<file path="config.mk">
export PLATFORM = sky130hd
export DESIGN_NAME = mc_control_unit
export DESIGN_NICKNAME = d
export VERILOG_FILES = /design/src/rtl/mc_ctrl_pkg.sv /design/src/rtl/mc_control_unit_wait_timer.sv /design/src/rtl/mc_control_unit.sv
export SDC_FILE = /design/constraint.sdc
export NUM_CORES = 1
export LEC_CHECK = 0
export BUFFER_PORTS_ARGS = -buffer_cell sky130_fd_sc_hd__buf_2
export CAP_MARGIN = 40
export CORE_UTILIZATION = 56
export CTS_CLUSTER_DIAMETER = 40
export DETAILED_ROUTE_END_ITERATION = 16
export GPL_ROUTABILITY_DRIVEN = 0
export MAX_ROUTING_LAYER = met4
export PLACE_DENSITY = 0.83
export SLEW_MARGIN = 20
export SYNTH_ARGS = -nofsm -noshare
export SYNTH_HDL_FRONTEND = slang
export SYNTH_HIERARCHICAL = 1
export SYNTH_SLANG_ARGS = --single-unit
export TNS_END_PERCENT = 5
</file>
<file path="constraint.sdc">
create_clock -name clk -period 4.15 [get_ports clk]
set_clock_uncertainty 0.2 [all_clocks]
set_input_delay 0.83 -clock clk [delete_from_list [all_inputs] [get_ports clk]]
set_output_delay 0.83 -clock clk [all_outputs]
set_load 0.02 [all_outputs]
</file>
<file path="src/rtl/mc_ctrl_pkg.sv">
// Shared definitions for the multicycle control unit.
//   state_t    : controller state encoding (also driven on state_out)
//   ALU_*      : alu_op codes understood by the datapath ALU
//   OP_*, F3_* : instruction decode constants
//   MUX_*      : datapath mux select values
//   CAUSE_*    : trap_cause encodings
package mc_ctrl_pkg;

    typedef enum logic [3:0] {
        ST_RST    = 4'd0,
        ST_FETCH  = 4'd1,
        ST_DECODE = 4'd2,
        ST_EX_R   = 4'd3,
        ST_EX_I   = 4'd4,
        ST_LUI    = 4'd5,
        ST_WB_ALU = 4'd6,
        ST_ADDR   = 4'd7,
        ST_MEM_RD = 4'd8,
        ST_WB_MEM = 4'd9,
        ST_MEM_WR = 4'd10,
        ST_BR     = 4'd11,
        ST_TRAP   = 4'd12
    } state_t;

    localparam logic [2:0] ALU_PASS_B = 3'b000;
    localparam logic [2:0] ALU_ADD    = 3'b001;
    localparam logic [2:0] ALU_SUB    = 3'b010;
    localparam logic [2:0] ALU_AND    = 3'b011;
    localparam logic [2:0] ALU_XOR    = 3'b100;

    localparam logic [6:0] OP_R      = 7'b0110011;
    localparam logic [6:0] OP_I      = 7'b0010011;
    localparam logic [6:0] OP_LOAD   = 7'b0000011;
    localparam logic [6:0] OP_STORE  = 7'b0100011;
    localparam logic [6:0] OP_BRANCH = 7'b1100011;
    localparam logic [6:0] OP_LUI    = 7'b0110111;

    localparam logic [2:0] F3_ADD = 3'b000;
    localparam logic [2:0] F3_AND = 3'b111;
    localparam logic [2:0] F3_XOR = 3'b100;
    localparam logic [2:0] F3_BEQ = 3'b000;
    localparam logic [2:0] F3_BNE = 3'b001;

    localparam logic       MUX_A_PC    = 1'b0;
    localparam logic       MUX_A_REG   = 1'b1;
    localparam logic [1:0] MUX_B_REG   = 2'b00;
    localparam logic [1:0] MUX_B_FOUR  = 2'b01;
    localparam logic [1:0] MUX_B_IMM   = 2'b10;
    localparam logic [1:0] MUX_B_IMM_S = 2'b11;
    localparam logic       PC_SRC_ALU  = 1'b0;
    localparam logic       PC_SRC_OUT  = 1'b1;
    localparam logic       WB_ALUOUT   = 1'b0;
    localparam logic       WB_MDR      = 1'b1;

    localparam logic [1:0] CAUSE_NONE    = 2'b00;
    localparam logic [1:0] CAUSE_TIMEOUT = 2'b01;
    localparam logic [1:0] CAUSE_ILLEGAL = 2'b10;

endpackage

</file>
<file path="src/rtl/mc_control_unit_wait_timer.sv">
// Wait-state timer for memory handshakes.
//   clk, rst_n : clock, asynchronous active-low reset
//   active     : controller is in a state waiting on a ready
//   ready      : the ready being waited on
//   expire     : last allowed cycle has passed without ready (TIMEOUT != 0)
module mc_wait_timer #(
    parameter int TIMEOUT = 16
) (
    input  logic clk,
    input  logic rst_n,
    input  logic active,
    input  logic ready,
    output logic expire
);
    localparam int CW = (TIMEOUT > 1) ? $clog2(TIMEOUT) : 1;
    localparam logic [CW-1:0] LAST = CW'((TIMEOUT > 0) ? TIMEOUT - 1 : 0);

    logic [CW-1:0] wait_cnt_q, wait_cnt_d;

    // Outside a wait state the count is held at zero, so every wait
    // state is entered with a fresh count.
    always_comb begin
        wait_cnt_d = wait_cnt_q;
        if (!active || ready)
            wait_cnt_d = '0;
        else if (wait_cnt_q != '1)
            wait_cnt_d = wait_cnt_q + 1'b1;
    end

    always_ff @(posedge clk or negedge rst_n) begin
        if (!rst_n) wait_cnt_q <= '0;
        else        wait_cnt_q <= wait_cnt_d;
    end

    // A ready arriving in the final cycle wins over the timeout.
    assign expire = (TIMEOUT != 0) && active && !ready && (wait_cnt_q == LAST);

endmodule

</file>
<file path="src/rtl/mc_control_unit.sv">
// Multicycle control FSM for the RV64 multicycle datapath with ready/req
// memory handshakes, wait-state timeout, BEQ/BNE, LUI, sticky trap and a
// retired-instruction counter.
//   Inputs : clk, rst (async active-low), opcode/funct3/funct7_5 from IR,
//            alu_zero, imem_ready, dmem_ready
//   Outputs: memory requests, datapath load enables and mux selects,
//            alu_op, state_out (debug), trap/trap_cause, retired
module mc_control_unit
    import mc_ctrl_pkg::*;
#(
    parameter int TIMEOUT = 16,
    parameter int CNT_W   = 32,
    parameter int EN_BNE  = 1
) (
    input  logic             clk,
    input  logic             rst,
    input  logic [6:0]       opcode,
    input  logic [2:0]       funct3,
    input  logic             funct7_5,
    input  logic             alu_zero,
    input  logic             imem_ready,
    input  logic             dmem_ready,
    output logic             imem_req,
    output logic             dmem_req,
    output logic             dmem_we,
    output logic             pc_write,
    output logic             pc_src,
    output logic             ir_write,
    output logic             reg_write,
    output logic             load_a,
    output logic             load_b,
    output logic             load_alu_out,
    output logic             load_mdr,
    output logic             sel_mux_a,
    output logic [1:0]       sel_mux_b,
    output logic             sel_wb,
    output logic [2:0]       alu_op,
    output logic [3:0]       state_out,
    output logic             trap,
    output logic [1:0]       trap_cause,
    output logic [CNT_W-1:0] retired
);
    state_t           state_q, state_d;
    logic [1:0]       cause_q, cause_d;
    logic [CNT_W-1:0] retired_q, retired_d;
    logic             retire, legal, is_beq, is_bne;
    logic             in_wait, wait_ready, expire;

    // Kept outside the FSM block so the timer's expire path has no
    // combinational dependence on the FSM outputs.
    assign in_wait    = (state_q == ST_FETCH) || (state_q == ST_MEM_RD) ||
                        (state_q == ST_MEM_WR);
    assign wait_ready = (state_q == ST_FETCH) ? imem_ready : dmem_ready;
    assign is_beq     = (funct3 == F3_BEQ);
    assign is_bne     = (EN_BNE != 0) && (funct3 == F3_BNE);

    mc_wait_timer #(.TIMEOUT(TIMEOUT)) u_wait_timer (
        .clk    (clk),
        .rst_n  (rst),
        .active (in_wait),
        .ready  (wait_ready),
        .expire (expire)
    );

    always_comb begin
        state_d      = state_q;
        cause_d      = cause_q;
        retire       = 1'b0;
        legal        = 1'b0;
        imem_req     = 1'b0;
        dmem_req     = 1'b0;
        dmem_we      = 1'b0;
        pc_write     = 1'b0;
        pc_src       = PC_SRC_ALU;
        ir_write     = 1'b0;
        reg_write    = 1'b0;
        load_a       = 1'b0;
        load_b       = 1'b0;
        load_alu_out = 1'b0;
        load_mdr     = 1'b0;
        sel_mux_a    = MUX_A_PC;
        sel_mux_b    = MUX_B_REG;
        sel_wb       = WB_ALUOUT;
        alu_op       = ALU_PASS_B;
        unique case (state_q)
            ST_RST: state_d = ST_FETCH;
            ST_FETCH: begin
                imem_req  = 1'b1;
                sel_mux_b = MUX_B_FOUR;
                alu_op    = ALU_ADD;
                if (imem_ready) begin
                    ir_write = 1'b1;
                    pc_write = 1'b1;
                    state_d  = ST_DECODE;
                end else if (expire) begin
                    state_d = ST_TRAP;
                    cause_d = CAUSE_TIMEOUT;
                end
            end
            ST_DECODE: begin
                // Branch target PC + imm<<1 is precomputed into ALUOut.
                load_a       = 1'b1;
                load_b       = 1'b1;
                load_alu_out = 1'b1;
                sel_mux_b    = MUX_B_IMM_S;
                alu_op       = ALU_ADD;
                case (opcode)
                    OP_R:               state_d = ST_EX_R;
                    OP_I:               state_d = ST_EX_I;
                    OP_LOAD, OP_STORE:  state_d = ST_ADDR;
                    OP_BRANCH:          state_d = ST_BR;
                    OP_LUI:             state_d = ST_LUI;
                    default: begin
                        state_d = ST_TRAP;
                        cause_d = CAUSE_ILLEGAL;
                    end
                endcase
            end
            ST_EX_R, ST_EX_I: begin
                sel_mux_a = MUX_A_REG;
                sel_mux_b = (state_q == ST_EX_I) ? MUX_B_IMM : MUX_B_REG;
                legal     = 1'b1;
                if (funct3 == F3_ADD)
                    alu_op = (state_q == ST_EX_R && funct7_5) ? ALU_SUB : ALU_ADD;
                else if (funct3 == F3_AND)
                    alu_op = ALU_AND;
                else if (funct3 == F3_XOR)
                    alu_op = ALU_XOR;
                else
                    legal = 1'b0;
                // Immediate form has no SUB encoding.
                if (state_q == ST_EX_I && funct3 == F3_ADD && funct7_5)
                    alu_op = ALU_ADD;
                if (legal) begin
                    load_alu_out = 1'b1;
                    state_d      = ST_WB_ALU;
                end else begin
                    state_d = ST_TRAP;
                    cause_d = CAUSE_ILLEGAL;
                end
            end
            ST_LUI: begin
                sel_mux_b    = MUX_B_IMM;
                alu_op       = ALU_PASS_B;
                load_alu_out = 1'b1;
                state_d      = ST_WB_ALU;
            end
            ST_WB_ALU: begin
                reg_write = 1'b1;
                retire    = 1'b1;
                state_d   = ST_FETCH;
            end
            ST_ADDR: begin
                sel_mux_a    = MUX_A_REG;
                sel_mux_b    = MUX_B_IMM;
                alu_op       = ALU_ADD;
                load_alu_out = 1'b1;
                state_d      = (opcode == OP_LOAD) ? ST_MEM_RD : ST_MEM_WR;
            end
            ST_MEM_RD: begin
                dmem_req = 1'b1;
                if (dmem_ready) begin
                    load_mdr = 1'b1;
                    state_d  = ST_WB_MEM;
                end else if (expire) begin
                    state_d = ST_TRAP;
                    cause_d = CAUSE_TIMEOUT;
                end
            end
            ST_WB_MEM: begin
                reg_write = 1'b1;
                sel_wb    = WB_MDR;
                retire    = 1'b1;
                state_d   = ST_FETCH;
            end
            ST_MEM_WR: begin
                dmem_req = 1'b1;
                dmem_we  = 1'b1;
                if (dmem_ready) begin
                    retire  = 1'b1;
                    state_d = ST_FETCH;
                end else if (expire) begin
                    state_d = ST_TRAP;
                    cause_d = CAUSE_TIMEOUT;
                end
            end
            ST_BR: begin
                sel_mux_a = MUX_A_REG;
                sel_mux_b = MUX_B_REG;
                alu_op    = ALU_SUB;
                if (is_beq || is_bne) begin
                    if ((is_beq && alu_zero) || (is_bne && !alu_zero)) begin
                        pc_write = 1'b1;
                        pc_src   = PC_SRC_OUT;
                    end
                    retire  = 1'b1;
                    state_d = ST_FETCH;
                end else begin
                    state_d = ST_TRAP;
                    cause_d = CAUSE_ILLEGAL;
                end
            end
            ST_TRAP: state_d = ST_TRAP;
            default: state_d = ST_RST;
        endcase
    end

    assign retired_d = retired_q + CNT_W'(retire);

    always_ff @(posedge clk or negedge rst) begin
        if (!rst) begin
            state_q   <= ST_RST;
            cause_q   <= CAUSE_NONE;
            retired_q <= '0;
        end else begin
            state_q   <= state_d;
            cause_q   <= cause_d;
            retired_q <= retired_d;
        end
    end

    assign state_out  = state_q;
    assign trap       = (state_q == ST_TRAP);
    assign trap_cause = cause_q;
    assign retired    = retired_q;

endmodule

</file>
# Word-level counts from Yosys, hierarchy flattened

Cells that the tools add are included.

Flip-flop bits (word level): 42
Output and inout bits: 57
Logic and storage cells: 114

Add/sub/neg operators: 2
Eq/ne operators: 28
Multiplexer cells: 50
Reductions and logical operators: 30

Operator list:

| operator           | number |
|---|---|
| $pmux 4 s10        | 1 |
| $add 32x1->32      | 1 |
| $mux 4             | 8 |
| $eq 4x4->1 const B | 6 |
| $eq 7x6->1 const B | 3 |
| $mux 1             | 21 |
| $pmux 4 s5         | 1 |
| $mux 2             | 9 |
| $eq 4x3->1 const B | 4 |
| $mux 3             | 4 |
| $ne 2x2->1 const B | 5 |
| $pmux 2 s5         | 1 |
| $reduce_or 2->1    | 5 |
| $pmux 3 s3         | 1 |
| $reduce_or 3->1    | 3 |
| $eq 4x2->1 const B | 2 |
| $pmux 2 s4         | 1 |
| $eq 7x2->1 const B | 1 |
| $eq 7x5->1 const B | 1 |
| $eq 7x7->1 const B | 1 |
| $logic_and 1x1->1  | 7 |
| $eq 3x3->1 const B | 2 |
| $reduce_and 6->1   | 1 |
| $reduce_or 6->1    | 1 |
| other kinds (13)   | 20 |

# Depth between registers and ports, before layout

Gate-level depths: netlist of the first run.

Depth after elaboration: 8
Mapped depth: 13

# Cells and area by module

The synthesis of the first run kept the hierarchy.

By module, submodules not included:

| module          | times used | cells an instance | area an instance (um^2) |
|---|---|---|---|
| mc_control_unit | 1          | 258               | 2,264.7 |
| mc_wait_timer   | 1          | 21                | 227.7 |

# Worst setup path after synthesis of the first run

OpenSTA, ideal clock, no wires.

Path type: flip-flop to flip-flop
Start: reg state_q[3] (netlist: state_out[3])
End: reg retired_q[26] (netlist: retired[26])
Library setup time: 0.130 ns
Arrival time: 2.777 ns
Path slack: 1.043 ns
Cell stages (with the launch flop): 13
Buffers on the path: 2
Cell sequence: dfrtp_1 -> buf_2 -> nand2_1 -> clkbuf_1 -> o21ai_0 -> a21o_1 -> ha_1 -> ha_1 -> nand2_1 -> nor4_2 -> and2_1 -> nand2_1 -> xnor2_1

Word-level cells in the longest chain between the ends: 4
Elaborated cells between the ends (all ways): 7

Ends and longest elaborated chain:

| element                                         | RTL line               | text |
|---|---|---|
| start: declaration                              | mc_control_unit.sv:43  | `state_t state_q, state_d;` |
| start signal: assignment                        | mc_control_unit.sv:216 | `state_q <= state_d;` |
| $eq 4x4->1 / $eq 4x3->1 (equally long branches) | mc_control_unit.sv:85  | `unique case (state_q)` |
| $reduce_or 2->1 (no line)                       | n/a                    |  |
| $pmux 1 s3 *                                    | mc_control_unit.sv:85  |  |
| $add 32x1->32 *                                 | mc_control_unit.sv:208 | `assign retired_d = retired_q + CNT_W'(retire);` |
| named net retired_d[26]                         | mc_control_unit.sv:45  | `logic [CNT_W-1:0] retired_q, retired_d;` |
| end signal: assignment                          | mc_control_unit.sv:218 | `retired_q <= retired_d;` |
| end: declaration                                | mc_control_unit.sv:45  |  |

Mark *: on every way through the listed nets, which the timed path passes. The rest lies on a longest branch.
A chain may end at the register's enable or synchronous reset.

# Final worst setup path of the first run

Start: reg state_q[1] (netlist: state_out[1])
End: reg cause_q[0] (netlist: trap_cause[0])

Word-level cells in the longest chain between the ends: 8
Elaborated cells between the ends (all ways): 26

Ends and longest elaborated chain:

| element                          | RTL line                         | text |
|---|---|---|
| $eq 4x1->1 *                     | mc_control_unit.sv:53            | `assign wait_ready = (state_q == ST_FETCH) ? imem_ready : dmem_ready;` |
| $mux 1 *                         | mc_control_unit.sv:53            |  |
| named net wait_ready             | mc_control_unit.sv:47            | `logic in_wait, wait_ready, expire;` |
| $logic_not 1->1 *                | mc_control_unit_wait_timer.sv:36 | `assign expire = (TIMEOUT != 0) && active && !ready && (wait_cnt_q == LAST);` |
| $logic_and 1x1->1 * (2 in a row) | mc_control_unit_wait_timer.sv:36 |  |
| named net expire                 | mc_control_unit.sv:47            |  |
| $mux 2 *                         | n/a                              |  |
| $mux 2 (on tied branches)        | n/a                              |  |
| $pmux 2 s5 *                     | mc_control_unit.sv:85            |  |
| end signal: assignment           | mc_control_unit.sv:217           | `cause_q <= cause_d;` |
| end: declaration                 | mc_control_unit.sv:44            | `logic [1:0] cause_q, cause_d;` |

Mark *: on every way through the listed nets, which the timed path passes. The rest lies on a longest branch. The select of a mux whose other input is x is not followed.

==> results of run 1 <==
sequential cells by signal, indices dropped and copies added, names as in the netlist:
name	flops
retired	32
state_out	4
trap_cause	2
u_wait_timer/wait_cnt_q	4
power groups by stage:
stage                     clock network [mW]  registers (mW)  logic [mW]
after global placement                     0           0.524       0.608
after detailed placement                   0           0.525       0.620
after global routing                   0.281           0.530       0.685
after CTS                              0.262           0.519       0.623
final                                  0.252           0.520       0.622
after floorplan                            0           0.548       0.420
logic make-up (layout without fill, tap and decap cells):
kind of cell,count (synthesis),in the layout,synth area share
flops,42,42,0.4217
buf+inv,18,91,0.03414
fa+ha+maj,3,3,0.01506
simple gates,144,144,0.3102
compound gates,39,39,0.1024
xor+xnor,32,32,0.1124
mux,1,1,0.004016
layer usage:
metal / vias to the layer above / global-route usage / wire length, µm
li1: 1129 / - / -
met5: - / - / 0
met1: 1044 / 0.3306 / 2442
met2: 82 / 0.4081 / 2611
met3: 2 / 0.05099 / 342
met4: 0 / 0.08929 / 27
layout make-up:
| type | count | area [µm²] | share of cell area |
|---|---|---|---|
| tap | 50 | 62.56 | 0.02098 |
| clock buffer | 6 | 72.57 | 0.02434 |
| sequential | 42 | 1051 | 0.3525 |
| multi-input combinational | 219 | 1356 | 0.4549 |
| inverter | 8 | 30.03 | 0.01007 |
| clock inverter | 2 | 13.76 | 0.004616 |
| timing repair buffer | 75 | 395.4 | 0.1326 |
cells in the final DEF (no fill, tap or decap), drive strengths merged, types with 7 or more instances in the layout:
cell type	count
nand3	12
and3	8
nor2b	7
nor2	28
xor2	10
nand4	12
xnor2	22
buf	75
nand2	38
a21oi	8
o21ai	11
inv	8
dfrtp	42
nor3	7
worst max-delay path by stage:
stage	startpoint	slack, ps	endpoint	cells past startpoint
CTS	state_out[1]	980	trap_cause[0]	11
finish	state_out[1]	970	trap_cause[0]	11
floorplan	state_out[3]	1040	retired[26]	12
global route	state_out[2]	670	trap_cause[0]	10
detailed placement	funct3[2]	990	retired[26]	12
global placement	funct3[2]	1050	retired[26]	12
==> summary.md, run 1 <==
| Metric | Value |
|---|---|
| Vias in the first global route | 1963 |
| Slowest-stage cell, CP | dfrtp_1 |
| Slowest Stage Delay on Critical Path | between 500 and 600 ps |
| PD cells | ~470 nW/µm² |
| Pins over their slew limit | 0 |
| Final Cycle Share | 0.7657 |
| Total power draw | 1.394 mW |
| Min cycle time layout | ~3200 ps |
| Reg2reg end | trap_cause[0] |
| Switching Share | 0.4317 |
| Worst vdd ir | 0.3107 mV |
| Worst Hold Class | in2async |
| Final hold viol count | 0 |
| Area of the mapped netlist | about 2500 µm² |
| Seq pwr share | 0.373 |
| Worst-margin pin slew | ~520 ps |
| I/O pin cnt | 73 |
| Crit end category | flop |
| Post-synth EDFFs | 0 |
| Post-CTS setup buffer count | 0 |
| Async set-or-reset flop fraction in the synthesized netlist | 1.000 |
| Reg clk slew, reported paths | roughly 80 ps |
| Crit path launch type | flop |
| Worst path cell trace | nand2b_1 > or3_1 > nand2_1 > nand2_1 > nand2b_1 > nor2_1 > nor2b_1 > o211ai_1 > nor3b_1 > nor4_1 > a21oi_1 |
| Post-synthesis sequential area ratio | 0.4217 |
| CP Max Fanout | 17 |
| Clock Latency Late Sink | between 200 and 300 ps |
| Cell variety after synth | 51 |
| # nets final | 370 |
| Setup WS pre-CTS | between 900 and 1000 ps |
| Fillcell total | 346 |
| Initial antenna violation count | 0 |
| Clock root buffer | clkbuf_8 |
| 1st-pass router iterations | 4 |
| Syn. warnings | 6 |
| Clock share of power | 0.181 |
| Post-synth top area cell | dfrtp_1 |
| Synth top area share | 0.4217 |
| Setup ws final | around 970 ps |
| WP data arrival | 3130 ps |
| Placed cells | 394 |
| Share of layout cells above drive strength 1 | 0.2670 |
| DRT iter0 DRCs | about 150 |
| Post-DP HPWL | 4127 µm |
| Core ar. | 4144 µm² |
| # rows | 23 |
| Top cells by area, synth | dfrtp_1 (42%), xnor2_1 (7.7%), nand2_1 (5.7%) |
| Syn_nets | between 200 and 300 |
| Fin Setup TNS | 0 ps |
| Reg2Reg Setup Slack | between 900 and 1000 ps |
| P&R area growth vs syn | 19.63% |
| Grt ovf | 0 |
| Core Util, Final | 0.7195 |
| Fmax achieved | 314.7 MHz |
| Gate power share | 0.446 |
| Ant. Diodes | 0 |
| First-pass GRT wire length | about 9000 µm |
| Wirelength per Cell | 13.49 µm |
| CTS tree | built |
| Net Switching | 0.6017 mW |
| Post-synth top cells | dfrtp_1 (42), nand2_1 (38), nor2_1 (28), xnor2_1 (22) |
| Bufs on Longest Clock Path | 2 |
| Final ANT Viol Nets | 0 |
| Hold bufs inserted after CTS | 0 |
| Leakage | 1.502 nW |
| Total Routed Length | roughly 5400 µm |
| Final setup vio count | 0 |
| Origin of the critical flop-to-flop path | state_out[1] |
| Design area | about 3000 µm² |
| Pin count of the biggest net entering global routing | 31 |
| Int Power | between 0.7 and 0.8 mW |
| Hold_ws | 213.8 ps |
| Synth Register Bits | 42 |
| Non-Filler Instances | between 400 and 500 |
| PostCTS Resize Cnt | 0 |
| Worst r2r path cells | 11 |
| Die Y | 68.72 µm |
| Most frequent cell after synthesis | dfrtp_1 |
| CTS HTree Levels | 2 |
| CP required | a little over 4000 ps |
| Syn_area_per_cell | 8.933 µm² |
| CTS buffer count | 5 |
| Number of I/O port buffers | about 70 |
| Starting Density | 0.6014 |
| DIE AREA | about 4700 µm² |
| Syn Inst Count | ~280 |
| Delay-heaviest family, CP | simple AND/OR/NAND/NOR gates |
| Vias/cell | between 5 and 6 |
| RSZ-0062 raised after global routing | false |
| Number of remaining DRC errors | 0 |
| Synth Flop Type | dfrtp_1 |
| Worst slew margin | 0.6475 |
| MaxCap Viol Count | 0 |
| Die Wd | between 60 and 70 µm |
| Clk sink count | between 40 and 50 |
| Status | complete, no violations |
| Setup CP Type | reg2reg |
| Via count | ~2300 |
| Placed Area | about 2900 µm² |
| CP Buf/Inv Count | 0 |
| Total track usage | 0.2580 |
No activity file was read; power rests on OpenSTA's default activity.
==> run 2, diff against run 1 <==
--- a/config.mk
+++ b/config.mk
@@ -7,12 +7,12 @@
 export LEC_CHECK = 0
 export BUFFER_PORTS_ARGS = -buffer_cell sky130_fd_sc_hd__buf_2
 export CAP_MARGIN = 40
-export CORE_UTILIZATION = 56
+export CORE_UTILIZATION = 47
 export CTS_CLUSTER_DIAMETER = 40
 export DETAILED_ROUTE_END_ITERATION = 16
 export GPL_ROUTABILITY_DRIVEN = 0
 export MAX_ROUTING_LAYER = met4
-export PLACE_DENSITY = 0.83
+export PLACE_DENSITY = 0.74
 export SLEW_MARGIN = 20
 export SYNTH_ARGS = -nofsm -noshare
 export SYNTH_HDL_FRONTEND = slang
==> constraint.sdc (replaced) <==
create_clock -name clk -period 2.65 [get_ports clk]
set_clock_uncertainty 0.2 [all_clocks]
set_input_delay 0.53 -clock clk [delete_from_list [all_inputs] [get_ports clk]]
set_output_delay 0.53 -clock clk [all_outputs]
set_load 0.02 [all_outputs]
==> run 2 against run 1 <==
Final cell count rose by 11%. Sequential cell count stayed put. Wire length rose by 15%. Global-route usage fell by 3.0 points. Setup slack got worse by 940 ps. Register-to-register slack got worse by 890 ps. Combinational power rose by 120%. Clock-buffer cell count did not move. Critical path type is now reg2out. Critical endpoint is now alu_op[0]. Largest cell class unchanged.
==> summary.md, run 2 (synthesis results as in run 1) <==
| Metric | Value |
|---|---|
| Clk sink count | 42 (unchanged) |
| Clock Latency Late Sink | 290 ps (about the same) |
| RSZ-0062 raised after global routing | true |
| Fillcell total | 422 (+22%) |
| DIE AREA | 5598 µm² (+19%) |
| # rows | 26 (+13%) |
| Grt ovf | 0 (unchanged) |
| P&R area growth vs syn | 34.69% |
| Via count | 2432 (+7.8%) |
| Reg clk slew, reported paths | 80 ps (about the same) |
| FF+latch area | 1052 µm² (+0.12%) |
| Final Cycle Share | 0.9885 |
| Starting Density | 0.4880 (-0.1135) |
| Pins over their slew limit | 0 (unchanged) |
| CTS buffer count | 5 (unchanged) |
| Worst slew margin | 0.6136 (-0.03393) |
| Core ar. | 5107 µm² (+23%) |
| Commonest non-fill, non-tap cell in the layout | buf_2 |
| Pin count of the biggest net entering global routing | 26 (-16%) |
| Status | complete, no violations |
| MaxCap Viol Count | 0 (unchanged) |
| Wirelength per Cell | 14.01 µm (+3.8%) |
| Final hold viol count | 0 (unchanged) |
| Setup CP Type | reg2out |
| Fin Setup TNS | 0 ps (unchanged) |
| Die Y | 74.82 µm (+8.9%) |
| WP data arrival | 1890 ps (-1240 ps) |
| Initial antenna violation count | 0 (unchanged) |
| Final ANT Viol Nets | 0 (unchanged) |
| Placed Area | 3079 µm² (+6.4%) |
| Total track usage | 0.2276 (-0.03044) |
| CTS HTree Levels | 2 (unchanged) |
| Crit path launch type | flop |
| Crit end category | output pin |
| Most frequent cells in the layout | buf_2 (71), dfrtp_1 (41), nand2_1 (37) |
| I/O pin cnt | 73 (unchanged) |
| Final setup vio count | 0 (unchanged) |
| Number of I/O port buffers | 72 (unchanged) |
| Die Wd | 74.82 µm (+8.9%) |
| Bufs on Longest Clock Path | 2 (unchanged) |
| Fmax achieved | around 380 MHz |
| Vias in the first global route | 2089 (+6.4%) |
| Worst-margin pin slew | 579.7 ps (+55.26 ps) |
| Max reg flops | 32 (unchanged) |
| PD cells | 764.3 nW/µm² (+63%) |
| Share of layout cells above drive strength 1 | 0.3740 (+0.1070) |
| Vias/cell | 5.441 (-3.1%) |
| Hold bufs inserted after CTS | 0 (unchanged) |
| 1st-pass router iterations | 4 (unchanged) |
| Worst Hold Class | in2async |
| First-pass GRT wire length | 9522 µm (+8.2%) |
| Post-DP HPWL | 4496 µm (+8.9%) |
| CP Max Fanout | 6 (-11) |
| CTS tree | built |
| Ant. Diodes | 0 (unchanged) |
| Worst vdd ir | 0.4289 mV (+38%) |
| Min cycle time layout | 2620 ps |
| CP required | 1920 ps (-2180 ps) |
| Number of remaining DRC errors | 0 (unchanged) |
| Total Routed Length | 6262 µm (+15%) |
| Multi-input logic area | 1491 µm² (+10%) |
| DRT iter0 DRCs | 76 (-50%) |
| Clock root buffer | clkbuf_8 |
| Design area | 3357 µm² (+13%) |
| Leakage | 1.678 nW (+12%) |
| # nets final | 395 (+6.8%) |
run 2: changes by cell type in the layout (fill, tap and decap cells not counted), sizes merged:
cell and change:
clkinvlp +1, clkinv -1, buf +25
run 2: routing by layer:
| layer | wire length [µm] | track usage | vias up | part of all wire |
|---|---|---|---|---|
| li1 | - | - | 1183 | - |
| met1 | 2828 | 0.2954 | 1177 | 0.45 |
| met2 | 3095 | 0.3704 | 65 | 0.49 |
| met3 | 271 | 0.04284 | 7 | 0.043 |
| met4 | 67 | 0.05031 | 0 | 0.011 |
| met5 | 0 | - | - | 0 |
run 2: layout make-up:
class                   count  area share
well taps                  70     0.02609
flip-flops and latches     42      0.3135
clock buffers               6     0.02460
repair buffers            100      0.1789
clock inverters             2    0.003727
inverters                   8    0.008945
multi-input cells         219      0.4443
run 2: stage by stage:
step           instances  setup WS (ps)  hold WS [ps]    util  total power [mW]
2_1_floorplan        279         -45.81         34.41       -             1.546
3_3_place_gp         429          97.97         257.1  0.6029             1.945
3_5_place_dp         429          50.72         279.8  0.6029             1.949
4_1_cts              439          28.86         42.45  0.6296             2.433
5_1_grt              447         -59.28         76.70  0.6573             2.719
6_report             447          30.35         25.62  0.6573             2.566
run 2: worst max-delay path: stages (launching register included):
cell	delay [ps]
dfrtp_2	440
buf_8	130
and2_1	150
buf_4	160
and3_4	190
o21ai_4	130
o21ai_1	70
a31oi_1	160
buf_4	160
run 2: final timing paths:
check | startpoint | endpoint | slack (ps) | cells past startpoint
max | state_out[0] | alu_op[0] | 30 | 8
min | rst | retired[25] | 30 | 1
max reg2reg | state_out[1] | trap_cause[1] | 80 | 13
min reg2reg | retired[31] | retired[31] | 280 | 1
max in group asynchronous | rst | u_wait_timer/wait_cnt_q[0] | 1730 | 2
min in group clk | retired[31] | retired[31] | 280 | 1
run 2: where the power goes:
part / internal, mW / switching (mW)
registers: 0.710 / 0.0824
clock network: 0.209 / 0.220
logic: 0.570 / 0.774
total: 1.49 / 1.08
run 2: timing repair:
item | 4_1_cts | 5_1_grt
pin swaps | 2 | 4
setup buffers | 2 | 8
gates resized for setup | 7 | 16
setup endpoints to repair | 2 | 17
==> run 3, diff against run 2 <==
==> constraint.sdc (replaced) <==
create_clock -name clk -period 2.1 [get_ports clk]
set_clock_uncertainty 0.2 [all_clocks]
set_input_delay 0.42 -clock clk [delete_from_list [all_inputs] [get_ports clk]]
set_output_delay 0.42 -clock clk [all_outputs]
set_load 0.02 [all_outputs]
==> run 3 against run 2 <==
The run now ends with setup timing left. Power is 35% higher. Die area stayed put. Sequential power grew 26%. First-iteration DRC count is 3.9% higher. Wire length up 1.5%. Clock power is 18% higher. Global-route usage is 1.3 points higher. Cell area up 7.0%. Sequential share of layout area shrank 2.0 points. Core utilization rose by 4.6 points.
==> summary.md, run 3 (synthesis results as in run 1) <==
| Metric | Value |
|---|---|
| CTS buffer count | 5 (unchanged) |
| Grt ovf | 0 (unchanged) |
| First-pass GRT wire length | 9984 µm (+4.9%) |
| RSZ-0062 raised after global routing | true |
| WP data arrival | 2450 ps (+560 ps) |
| Total power draw | 3.459 mW (+35%) |
| Met1 Wirelength | 2888 µm (+2.1%) |
| Final ANT Viol Nets | 0 (unchanged) |
| Via count | 2480 (+2.0%) |
| CTS HTree Levels | 2 (unchanged) |
| Placed cells | 449 (+4.7%) |
| Initial antenna violation count | 0 (unchanged) |
| Crit end category | flop |
| Post-DP HPWL | 4650 µm (+3.4%) |
| Fillcell total | 400 (-5.2%) |
| Share of layout cells above drive strength 1 | 0.4264 (+0.05239) |
| # nets final | 412 (+4.3%) |
| Worst slew margin | 0.6477 (+0.03416) |
| Slowest-stage cell, CP | dfrtp_2 |
| Fmax achieved | slightly above 400 MHz |
| Worst path cell trace | buf_6 > buf_4 > nor2b_1 > a21oi_2 > nor2_1 > a21o_1 > ha_4 > ha_4 > nand2_2 > nor4_4 > and2_4 > nand2_1 > xnor2_1 |
| Total Routed Length | 6356 µm (+1.5%) |
| Multi-input logic area | 1563 µm² (+4.8%) |
| Die Y | 74.82 µm (unchanged) |
| P&R area growth vs syn | 44.18% |
| Leakage | 1.782 nW (+6.2%) |
| Most used cell, CP | ha_4 |
| Vias/cell | 5.345 (-1.8%) |
| Pin count of the biggest net entering global routing | 23 (-12%) |
| Reg clk slew, reported paths | 80 ps (about the same) |
| Most frequent cells in the layout | buf_2 (61), buf_4 (47), dfrtp_1 (40) |
| Min cycle time layout | approximately 2500 ps |
| MaxCap Viol Count | 0 (unchanged) |
| Clock root buffer | clkbuf_8 |
| DRT iter0 DRCs | 79 (+3.9%) |
| Metal3 WL | 312 µm (+15%) |
| CP required | 2070 ps (+150 ps) |
| Final setup vio count | 43 (+43) |
| Die Wd | 74.82 µm (unchanged) |
| Total track usage | 0.2402 (+0.01260) |
| Top Layer Used | met4 |
| I/O pin cnt | 73 (unchanged) |
| Clk sink count | 42 (unchanged) |
| DIE AREA | 5598 µm² (unchanged) |
| Non-Filler Instances | 464 (+3.8%) |
| CTS tree | built |
| Clock Latency Late Sink | 290 ps (about the same) |
| PD cells | 962.5 nW/µm² (+26%) |
| Worst-margin pin slew | 528.4 ps (-51.24 ps) |
| Ant. Diodes | 0 (unchanged) |
| Status | complete, but fails checks |
| Starting Density | 0.4880 (unchanged) |
| Core ar. | 5107 µm² (unchanged) |
| Vias in the first global route | 2214 (+6.0%) |
| Number of I/O port buffers | 72 (unchanged) |
| Failing checks | setup timing |
| Bufs on Longest Clock Path | 2 (unchanged) |
| Worst vdd ir | 0.5512 mV (+29%) |
| Routed wl met2 | 3046 µm (-1.6%) |
| # rows | 26 (unchanged) |
| Crit path launch type | flop |
| Commonest non-fill, non-tap cell in the layout | buf_2 |
| 1st-pass router iterations | 4 (unchanged) |
| Number of remaining DRC errors | 0 (unchanged) |
| Fin Setup TNS | -9006 ps (-9006 ps) |
| Wirelength per Cell | 13.70 µm (-2.2%) |
| Pins over their slew limit | 0 (unchanged) |
| Slowest Stage Delay on Critical Path | 430 ps (about the same) |
| Worst Hold Class | reg2reg |
| CP Max Fanout | 4 (-2) |
| Final hold viol count | 0 (unchanged) |
| Max reg flops | 32 (unchanged) |
| Setup CP Type | reg2reg |
| FF+latch area | 1054 µm² (+0.12%) |
| Setup ws final | -384.0 ps (-414.4 ps) |
| Final Cycle Share | 1.183 |
==> run 3: cell count changes in the layout (fill, tap and decap cells not counted), sizes merged <==
cell         before  now
buf             100  116
clkinv            1    2
clkinvlp          1    0
dlygate4sd3       0    1
==> run 3: metal layers <==
metal  up-vias  track usage
met5         -            -
met4         0      0.07128
met3        12      0.04685
met2        83       0.3824
met1      1169       0.3100
li1       1216            -
==> run 3: final timing paths <==
check / depth (start not counted) / end / start / slack [ps]
setup / recovery: 13 / retired[26] / state_out[0] / -380
hold / removal: 1 / retired[31] / retired[31] / 280
setup reg to reg: 13 / retired[26] / state_out[0] / -380
hold reg to reg: 1 / retired[31] / retired[31] / 280
max in group asynchronous: 3 / retired[18] / rst / 770
min in group asynchronous: 2 / retired[13] / rst / 440
==> run 3: power breakdown <==
group | internal (mW) | total, mW | switching, mW | leakage (nW)
registers | 0.898 | 0.999 | 0.102 | 0.551
logic | 0.889 | 1.95 | 1.06 | 1.19
clock network | 0.235 | 0.507 | 0.273 | 0.0452
==> run 3: cell type report <==
cell class	instances	share of cell area
tap	70	0.02437
timing repair buffer	117	0.2145
sequential	42	0.2932
clock buffer	6	0.02019
multi-input combinational	219	0.4349
inverter	8	0.009053
clock inverter	2	0.003830
==> run 3: repair_timing <==
item	CTS	global route
buffers inserted	5	1
pin swaps	11	11
endpoints found under the setup margin	48	53
hold buffers	1	0
hold endpoints to repair	21	0
resized for setup	35	21
==> run 3: through the flow <==
stage	hold slack (ps)	worst slack, ps	utilization	cell area, µm²
6_report	276.8	-384.0	0.7036	3593
5_1_grt	307.0	-477.2	0.7036	3593
4_1_cts	275.8	-403.7	0.6874	3511
3_5_place_dp	228.3	-443.0	0.6347	3242
3_3_place_gp	219.4	-350.9	0.6347	3242
2_1_floorplan	-75.59	-575.8	-	2551
==> run 3: critical path: cells and delay by family, from the launching register on <==
family / cells / cell delay, ps
xor+xnor: 1 / 140
buf+inv: 2 / 270
fa+ha+maj: 2 / 290
simple gates: 6 / 810
flops: 1 / 430
compound gates: 2 / 220
